$ cat config.mk
export PLATFORM = sky130hd
export DESIGN_NAME = sram_bus_arbiter
export DESIGN_NICKNAME = d
export VERILOG_FILES = /design/src/rtl/sram_bus_arbiter_pkg.sv /design/src/rtl/sram_bus_arbiter_rr_arb2.sv /design/src/rtl/sram_bus_arbiter.sv
export SDC_FILE = /design/constraint.sdc
export NUM_CORES = 1
export LEC_CHECK = 0
export CORE_AREA = 2 2 121 123
export CTS_CLUSTER_SIZE = 14
export DETAILED_ROUTE_END_ITERATION = 6
export DIE_AREA = 0 0 123 125
export PLACE_DENSITY = 0.64
export RECOVER_POWER = 100
export SLEW_MARGIN = 20
export SYNTH_ARGS = -nofsm -noshare
export SYNTH_HDL_FRONTEND = slang
export SYNTH_SLANG_ARGS = --single-unit
$ cat constraint.sdc
create_clock -name clk -period 2.2 [get_ports clk]
set_clock_uncertainty 0.2 [all_clocks]
set_input_delay 0.44 -clock clk [delete_from_list [all_inputs] [get_ports clk]]
set_output_delay 0.44 -clock clk [all_outputs]
set_load 0.005 [all_outputs]
$ cat src/rtl/sram_bus_arbiter_pkg.sv
// Shared definitions for the two-master SRAM bus arbiter.
// Holds the FSM state encoding, master-id constants and the default error word.
// Pure declarations; no logic, no timing.
package sram_bus_arbiter_pkg;

    typedef enum logic [1:0] {
        ST_IDLE = 2'd0,
        ST_GNT0 = 2'd1,
        ST_GNT1 = 2'd2,
        ST_DONE = 2'd3
    } state_t;

    localparam logic MID_M0 = 1'b0;
    localparam logic MID_M1 = 1'b1;

    // Read data handed back to a master whose access was killed by the watchdog
    localparam logic [31:0] ERR_DATA_DEFAULT = 32'hDEAD_BEEF;

endpackage

$ cat src/rtl/sram_bus_arbiter_rr_arb2.sv
// Two-way grant picker: chooses which pending master gets the next access.
// Latency: purely combinational, result is registered by the caller.
// Backpressure: none; only evaluated while the caller is idle.
module sram_bus_arbiter_rr_arb2
    import sram_bus_arbiter_pkg::*;
#(
    parameter bit RR_EN = 1'b1
) (
    input  logic [1:0] req,
    input  logic       last_grant,
    output logic       gnt_vld,
    output logic       gnt_id
);

    // On a tie, round-robin favours the master that was not served last;
    // fixed priority always favours m0.
    always_comb begin
        gnt_vld = |req;
        gnt_id  = MID_M0;
        if (req == 2'b11) begin
            gnt_id = RR_EN ? ~last_grant : MID_M0;
        end else if (req[1]) begin
            gnt_id = MID_M1;
        end
    end

endmodule

$ cat src/rtl/sram_bus_arbiter.sv
// Serialises two native-port masters onto one SRAM port with a hang watchdog.
// Latency: request sampled in IDLE, slave sees valid next cycle; DONE adds one idle cycle.
// Backpressure: masters hold valid until their ready pulse; the loser waits in place.
module sram_bus_arbiter
    import sram_bus_arbiter_pkg::*;
#(
    parameter int          ADDR_W   = 32,
    parameter int          TIMEOUT  = 1024,
    parameter bit          RR_EN    = 1'b1,
    parameter logic [31:0] ERR_DATA = ERR_DATA_DEFAULT
) (
    input  logic              clk,
    input  logic              resetn,

    input  logic              m0_mem_valid,
    input  logic [ADDR_W-1:0] m0_mem_addr,
    input  logic [31:0]       m0_mem_wdata,
    input  logic [3:0]        m0_mem_wstrb,
    output logic              m0_mem_ready,
    output logic [31:0]       m0_mem_rdata,

    input  logic              m1_mem_valid,
    input  logic [ADDR_W-1:0] m1_mem_addr,
    input  logic [31:0]       m1_mem_wdata,
    input  logic [3:0]        m1_mem_wstrb,
    output logic              m1_mem_ready,
    output logic [31:0]       m1_mem_rdata,

    output logic              s_mem_valid,
    output logic [ADDR_W-1:0] s_mem_addr,
    output logic [31:0]       s_mem_wdata,
    output logic [3:0]        s_mem_wstrb,
    input  logic              s_mem_ready,
    input  logic [31:0]       s_mem_rdata,

    output logic              bus_err,
    output logic              err_master
);

    // Counter is wide enough to hold TIMEOUT; a disabled watchdog keeps a 1-bit stub.
    localparam bit              WD_ON   = (TIMEOUT != 0);
    localparam int              WD_W    = WD_ON ? $clog2(TIMEOUT + 1) : 1;
    localparam logic [WD_W-1:0] WD_LAST = WD_W'(WD_ON ? TIMEOUT - 1 : 0);
    localparam logic [WD_W-1:0] WD_MAX  = {WD_W{1'b1}};

    state_t          state;
    logic            last_grant;
    logic [WD_W-1:0] wdog;

    logic            gnt_vld;
    logic            gnt_id;
    logic            in_gnt;
    logic            cur_id;
    logic            cur_vld;
    logic            expire;

    sram_bus_arbiter_rr_arb2 #(
        .RR_EN (RR_EN)
    ) u_rr_arb2 (
        .req        ({m1_mem_valid, m0_mem_valid}),
        .last_grant (last_grant),
        .gnt_vld    (gnt_vld),
        .gnt_id     (gnt_id)
    );

    // Decode the owning master and detect watchdog expiry; a slave ready in the
    // expiry cycle takes precedence so a late but valid answer is not discarded.
    always_comb begin
        in_gnt  = (state == ST_GNT0) || (state == ST_GNT1);
        cur_id  = (state == ST_GNT1);
        cur_vld = cur_id ? m1_mem_valid : m0_mem_valid;
        expire  = WD_ON && in_gnt && cur_vld && !s_mem_ready && (wdog == WD_LAST);
    end

    // Steer the owning master onto the slave port and route the response back;
    // the non-owning master sees ready=0 and rdata=0.
    always_comb begin
        s_mem_valid  = 1'b0;
        s_mem_addr   = '0;
        s_mem_wdata  = '0;
        s_mem_wstrb  = '0;
        m0_mem_ready = 1'b0;
        m0_mem_rdata = '0;
        m1_mem_ready = 1'b0;
        m1_mem_rdata = '0;
        bus_err      = expire;
        case (state)
            ST_GNT0: begin
                s_mem_valid  = m0_mem_valid;
                s_mem_addr   = m0_mem_addr;
                s_mem_wdata  = m0_mem_wdata;
                s_mem_wstrb  = m0_mem_wstrb;
                m0_mem_ready = (m0_mem_valid && s_mem_ready) || expire;
                m0_mem_rdata = expire ? ERR_DATA : s_mem_rdata;
            end
            ST_GNT1: begin
                s_mem_valid  = m1_mem_valid;
                s_mem_addr   = m1_mem_addr;
                s_mem_wdata  = m1_mem_wdata;
                s_mem_wstrb  = m1_mem_wstrb;
                m1_mem_ready = (m1_mem_valid && s_mem_ready) || expire;
                m1_mem_rdata = expire ? ERR_DATA : s_mem_rdata;
            end
            default: ;
        endcase
    end

    // Grant FSM with watchdog: one transaction per grant, then a forced idle cycle.
    always_ff @(posedge clk or negedge resetn) begin
        if (!resetn) begin
            state      <= ST_IDLE;
            last_grant <= MID_M1;
            wdog       <= '0;
            err_master <= MID_M0;
        end else begin
            case (state)
                ST_IDLE: begin
                    wdog <= '0;
                    if (gnt_vld) begin
                        state <= gnt_id ? ST_GNT1 : ST_GNT0;
                    end
                end
                ST_GNT0, ST_GNT1: begin
                    if (!cur_vld) begin
                        // Master withdrew without completion: abandon quietly
                        state <= ST_IDLE;
                    end else if (s_mem_ready) begin
                        last_grant <= cur_id;
                        state      <= ST_DONE;
                    end else if (expire) begin
                        err_master <= cur_id;
                        state      <= ST_DONE;
                    end else if (wdog != WD_MAX) begin
                        wdog <= wdog + 1'b1;
                    end
                end
                ST_DONE: begin
                    wdog  <= '0;
                    state <= ST_IDLE;
                end
                default: state <= ST_IDLE;
            endcase
        end
    end

endmodule

* Word level (Yosys, flattened, before mapping)
Cells that the tools add are included.
Operators by class: add/sub/neg operators 1, equal/unequal tests 12, muxes and demuxes 23, bitwise operators 2, reductions and logical operators 17
Operators by type and width (count):
- $pmux W32 S2 | 2
- $mux W32 | 3
- $mux W11 | 4
- $pmux W11 S2 | 1
- $add A11 B1 Y11 const B | 1
- $eq A11 B10 Y1 const B | 1
- $ne A11 B11 Y1 const B | 1
- $mux W2 | 5
- $ne A2 B2 Y1 const B | 5
- $pmux W4 S2 | 1
- $reduce_and A4 Y1 | 2
- $eq A2 B2 Y1 const B | 3
- $pmux W2 S3 | 1
- $reduce_or A2 Y1 | 3
- $logic_and A1 B1 Y1 | 5
- $mux W1 | 5
- $ne A4 B4 Y1 const B | 1
- $logic_or A1 B1 Y1 | 3
- $reduce_and A3 Y1 | 1
- $eq A2 B1 Y1 const B | 1
- $logic_not A2 Y1 | 1
- $not A1 Y1 | 2
- $pmux W1 S2 | 1
- $reduce_and A2 Y1 | 1
- $logic_not A1 Y1 | 1
Word-level totals: register bits after elaboration 15, input bits 173

* Longest topological paths before layout
depth in word-level cells 9, depth in mapped cells 9, mapped depth without buffers 6

* Modules after synthesis
From an unflattened synthesis, not the netlist that was laid out.
Unflattened totals: cell total of the unflattened synthesis 338, area total of the unflattened synthesis 2382.3 µm²
Modules (own cells, without submodules):
- sram_bus_arbiter | instances 1, cells an instance 336, area each 2368.5 µm²
- sram_bus_arbiter_rr_arb2 | instances 1, cells an instance 2, area each 13.8 µm²

* Worst setup path before layout
OpenSTA, ideal clock, no wires.
path type register to output, start point register state[0], end point output port m0_mem_rdata[10], arrival time 1.712 ns, slack -0.152 ns, stages on the path, launching flop included 10, buffers on the path 3, cell sequence dfrtp_1 > inv_1 > ha_1 > buf_4 > mux2_2 > nand2_1 > nor2b_2 > buf_4 > buf_6 > o21a_1
Between the ends: cells in the longest elaborated chain, start to end 7, elaborated cells on any way between the ends 9, classes of those cells 2 x eq/ne; 3 x mux; 4 x reduce/logical
RTL lines:
- start, declared | line sram_bus_arbiter.sv:46 | state_t state;
- start signal, assigned | line sram_bus_arbiter.sv:120 | state <= gnt_id ? ST_GNT1 : ST_GNT0;
- $eq A2 B2 Y1 (*) | line sram_bus_arbiter.sv:70 | cur_id = (state == ST_GNT1);
- via cur_id | line sram_bus_arbiter.sv:53 | logic cur_id;
- $mux W1 or $logic_or A1 B1 Y1 (tied branches) | line sram_bus_arbiter.sv:71, sram_bus_arbiter.sv:69
- $logic_and A1 B1 Y1 (*) (3 in series) | line sram_bus_arbiter.sv:72 | expire = WD_ON && in_gnt && cur_vld && !s_mem_ready && (wdog == WD_LAST);
- $mux W32 (*) | line sram_bus_arbiter.sv:94 | m0_mem_rdata = expire ? ERR_DATA : s_mem_rdata;
- $mux W32 (*) | line sram_bus_arbiter.sv:87 | case (state)
- end, declared | line sram_bus_arbiter.sv:20 | output logic [31:0] m0_mem_rdata,
Mark *: on every way through the listed nets, which the timed path passes. The rest lies on a longest branch.

* Worst setup path in the final report
start point register state[0], end point output port m1_mem_rdata[5]
Between the ends: cells in the longest elaborated chain, start to end 7, elaborated cells on any way between the ends 9, classes of those cells 2 x eq/ne; 3 x mux; 4 x reduce/logical
RTL lines:
- $eq A2 B2 Y1 (*) | line sram_bus_arbiter.sv:70
- via cur_id | line sram_bus_arbiter.sv:53
- $mux W1 or $logic_or A1 B1 Y1 (tied branches) | line sram_bus_arbiter.sv:71, sram_bus_arbiter.sv:69
- $logic_and A1 B1 Y1 (3 in series) | line sram_bus_arbiter.sv:72
- $mux W32 | line sram_bus_arbiter.sv:102 | m1_mem_rdata = expire ? ERR_DATA : s_mem_rdata;
- $mux W32 (*) | line sram_bus_arbiter.sv:87
- end, declared | line sram_bus_arbiter.sv:27 | output logic [31:0] m1_mem_rdata,
Marks and branches as above.

==> flow_summary.json <==
{
  "synth_seq_cells": 15,
  "cts_max_level": 1,
  "clock_sinks": 15,
  "slew_headroom_pct": 41.4,
  "cts_root_buf": "clkbuf_16",
  "cts_tree": "done",
  "p_per_area_nw_per_um2": 1110,
  "crit_family": "buffers and inverters",
  "yosysMostFrequentCell": "nor2_1",
  "yosysTopAreaCell": "a22oi_1",
  "fin_crit_sh_pct": 126,
  "antenna_found_initial": 0,
  "core_um2": 14200,
  "die_height_um": 125,
  "via_per_inst": 4.87,
  "critPathKind": "flop to output pin",
  "die_x_um": 123,
  "drive_gt1_share_pct": 51.2,
  "drcViolationCount": 0,
  "ctsHoldBuffers": 0,
  "grt.total_usage_pct": 18.7,
  "pin_count": 310,
  "path_cells": "inv_2 > buf_6 > ha_4 > mux2_4 > nand2_4 > nor2b_4 > buf_12 > buf_16 > buf_4 > o21a_1 > buf_2",
  "num_rows": 44,
  "grt_pass1_wl_um": 22700,
  "yosys_warnings": 0,
  "ant_nets": 0,
  "hold_viol_final": 0,
  "place_area_um2": 6110,
  "ys_async_sr_fraction_pct": 100,
  "cts_buffers": 3,
  "synth.area.top_cells": "a22oi_1 (22%), o21a_1 (15%), dfrtp_1 (15%)",
  "syn_area_per_cell_um2": 6.87,
  "dp_hpwl_um": 11700,
  "wirelength_um": 18800,
  "status": "complete, but fails checks",
  "synthTopCellsByCount": "nor2_1 (74), a22oi_1 (69), o21a_1 (48)",
  "cp-end-kind": "output pin",
  "dr.pass1.iters": 4,
  "grt_pass1_vias": 4311,
  "hold_class": "flop to flop",
  "max_freq_mhz": 361,
  "syn_to_final_growth_pct": 212,
  "nets": 951,
  "synth_cell_types": 40,
  "ir_worst_vdd_uv": 467,
  "preCtsSetupSlack_ns": -0.714,
  "grt_max_degree": 43,
  "port_buffers": 309,
  "cpPeakStageDelay_ns": 0.38,
  "drt_iter0_markers": 147,
  "yosysSeqAreaShare_pct": 15.9,
  "clockBufferDepth": 2,
  "n_antenna_cell": 0,
  "setup_viol": 137,
  "wire_per_inst_um": 19.7,
  "startpoint_type": "flop",
  "insertion_delay_ns": 0.25,
  "maxSlewViolCount": 0,
  "maxCapViolCount": 0,
  "p_leak_nw": 3.39,
  "synth_edf_count": 0,
  "clk_pin_slew_worst_paths_ns": 0.05,
  "fin_setup_tns_ns": -42.10,
  "fillCellCount": 1287,
  "ys.flop_type": "dfrtp_1",
  "yosysTopAreaCellShare_pct": 21.8,
  "period_minus_slack_ns": 2.77,
  "start_util_pct": 16.7,
  "vias": 4658,
  "cp_max_fo": 4,
  "gp_congestion": 0.948,
  "syn-instance-count": 345,
  "worstPathRequired_ns": 1.56,
  "crit_path_top_delay_cell": "dfrtp_1",
  "cp_num_buf_inv": 6,
  "tightest_slew_ns": 0.879,
  "fin_area_um2": 7390,
  "rsz0062_at_grt": "yes",
  "syn_nets": 523,
  "fin_ws_ns": -0.572,
  "grt_overflow": 0,
  "violations": "negative setup slack",
  "die_area_um2": 15400,
  "synth_area_um2": 2370,
  "crit_arrival_ns": 2.13
}
## logic make-up after synthesis
family          count (synthesis)  share of synthesized area, %
compound gates                143                          44.0
xor+xnor                        1                         0.369
fa+ha+maj                       5                          2.64
buf+inv                        46                          8.50
flops                          15                          15.9
mux                             5                          2.27
simple gates                  130                          26.3
## final cells by class
cell class	count	area [µm²]	share of cell area [%]
timing repair buffer	463	4320	58.5
sequential	15	378	5.11
tap	184	230	3.11
inverter	6	38.8	0.525
clock buffer	4	78.8	1.07
multi-input combinational	284	2340	31.7
## sequential cells by signal, indices dropped and copies added, names as in the netlist
register    flops
state           2
wdog           11
err_master      1
last_grant      1
## repair_timing
item                       4_1_cts  5_1_grt
cloned                           5       18
setup endpoints to repair      136      146
resized for setup              253      298
pin swaps                        7       34
setup buffers                   18       64
## metrics by stage
step	hold WS (ns)	utilization (%)	power (W)	cells
after floorplan	-0.0556	-	0.00246	345
after global placement	0.296	43.0	0.00569	850
after detailed placement	0.300	43.0	0.00575	850
after CTS	0.309	45.9	0.00638	876
after global routing	0.348	52.0	0.00869	956
final	0.300	52.0	0.00823	956
## layer usage
metal / up-vias / track usage, % / wire, µm
met2: 254 / 35.8 / 10000
met5: - / 0 / 0
li1: 2139 / - / -
met1: 2222 / 21.1 / 6820
met4: 0 / 4.81 / 578
met3: 43 / 2.78 / 1410
## power breakdown
group | total, W | internal (W) | switching (W)
sequential | 0.000336 | 0.000314 | 0.0000220
clock | 0.000364 | 0.000246 | 0.000118
combinational | 0.00753 | 0.00419 | 0.00334
## worst paths after layout
check,from,cells past startpoint,slack [ns],endpoint
max in group asynchronous,resetn,2,0.58,wdog[2]
min in group asynchronous,resetn,2,0.62,wdog[1]
worst max register to register,state[0],10,-0.03,err_master
worst min register to register,err_master,1,0.30,err_master
worst max-delay path,state[0],11,-0.57,m1_mem_rdata[5]
worst min-delay path,err_master,1,0.30,err_master
## placed cells by master, fill, tap and decap left out, types with 5 or more instances in the layout
master           synthesis  routed
a22oi_2                  0      69
o21a_1                  48      48
dlymetal6s2s_1           0      10
nor2_2                   0       5
clkbuf_2                 1      66
buf_2                    4      50
buf_16                   0       5
dfrtp_1                 14      13
buf_6                    2      35
clkdlybuf4s50_1          0     171
nand2_1                 11       9
and3_1                  17       7
nor2_1                  74      67
buf_4                    2      93
clkbuf_16                0      14
and3_4                   0      10
o21ai_0                  7       6
buf_12                   0      18
a21oi_1                  9       7
## worst reg2reg max path, stage by stage (launching register included)
cell and delay, ns:
dfrtp_1 0.38, inv_2 0.10, buf_6 0.10, ha_4 0.14
mux2_4 0.33, buf_4 0.15, nand3_4 0.08, buf_6 0.11
buf_6 0.09, buf_4 0.09, mux2_2 0.32
Power figures use the tool's default switching activity.
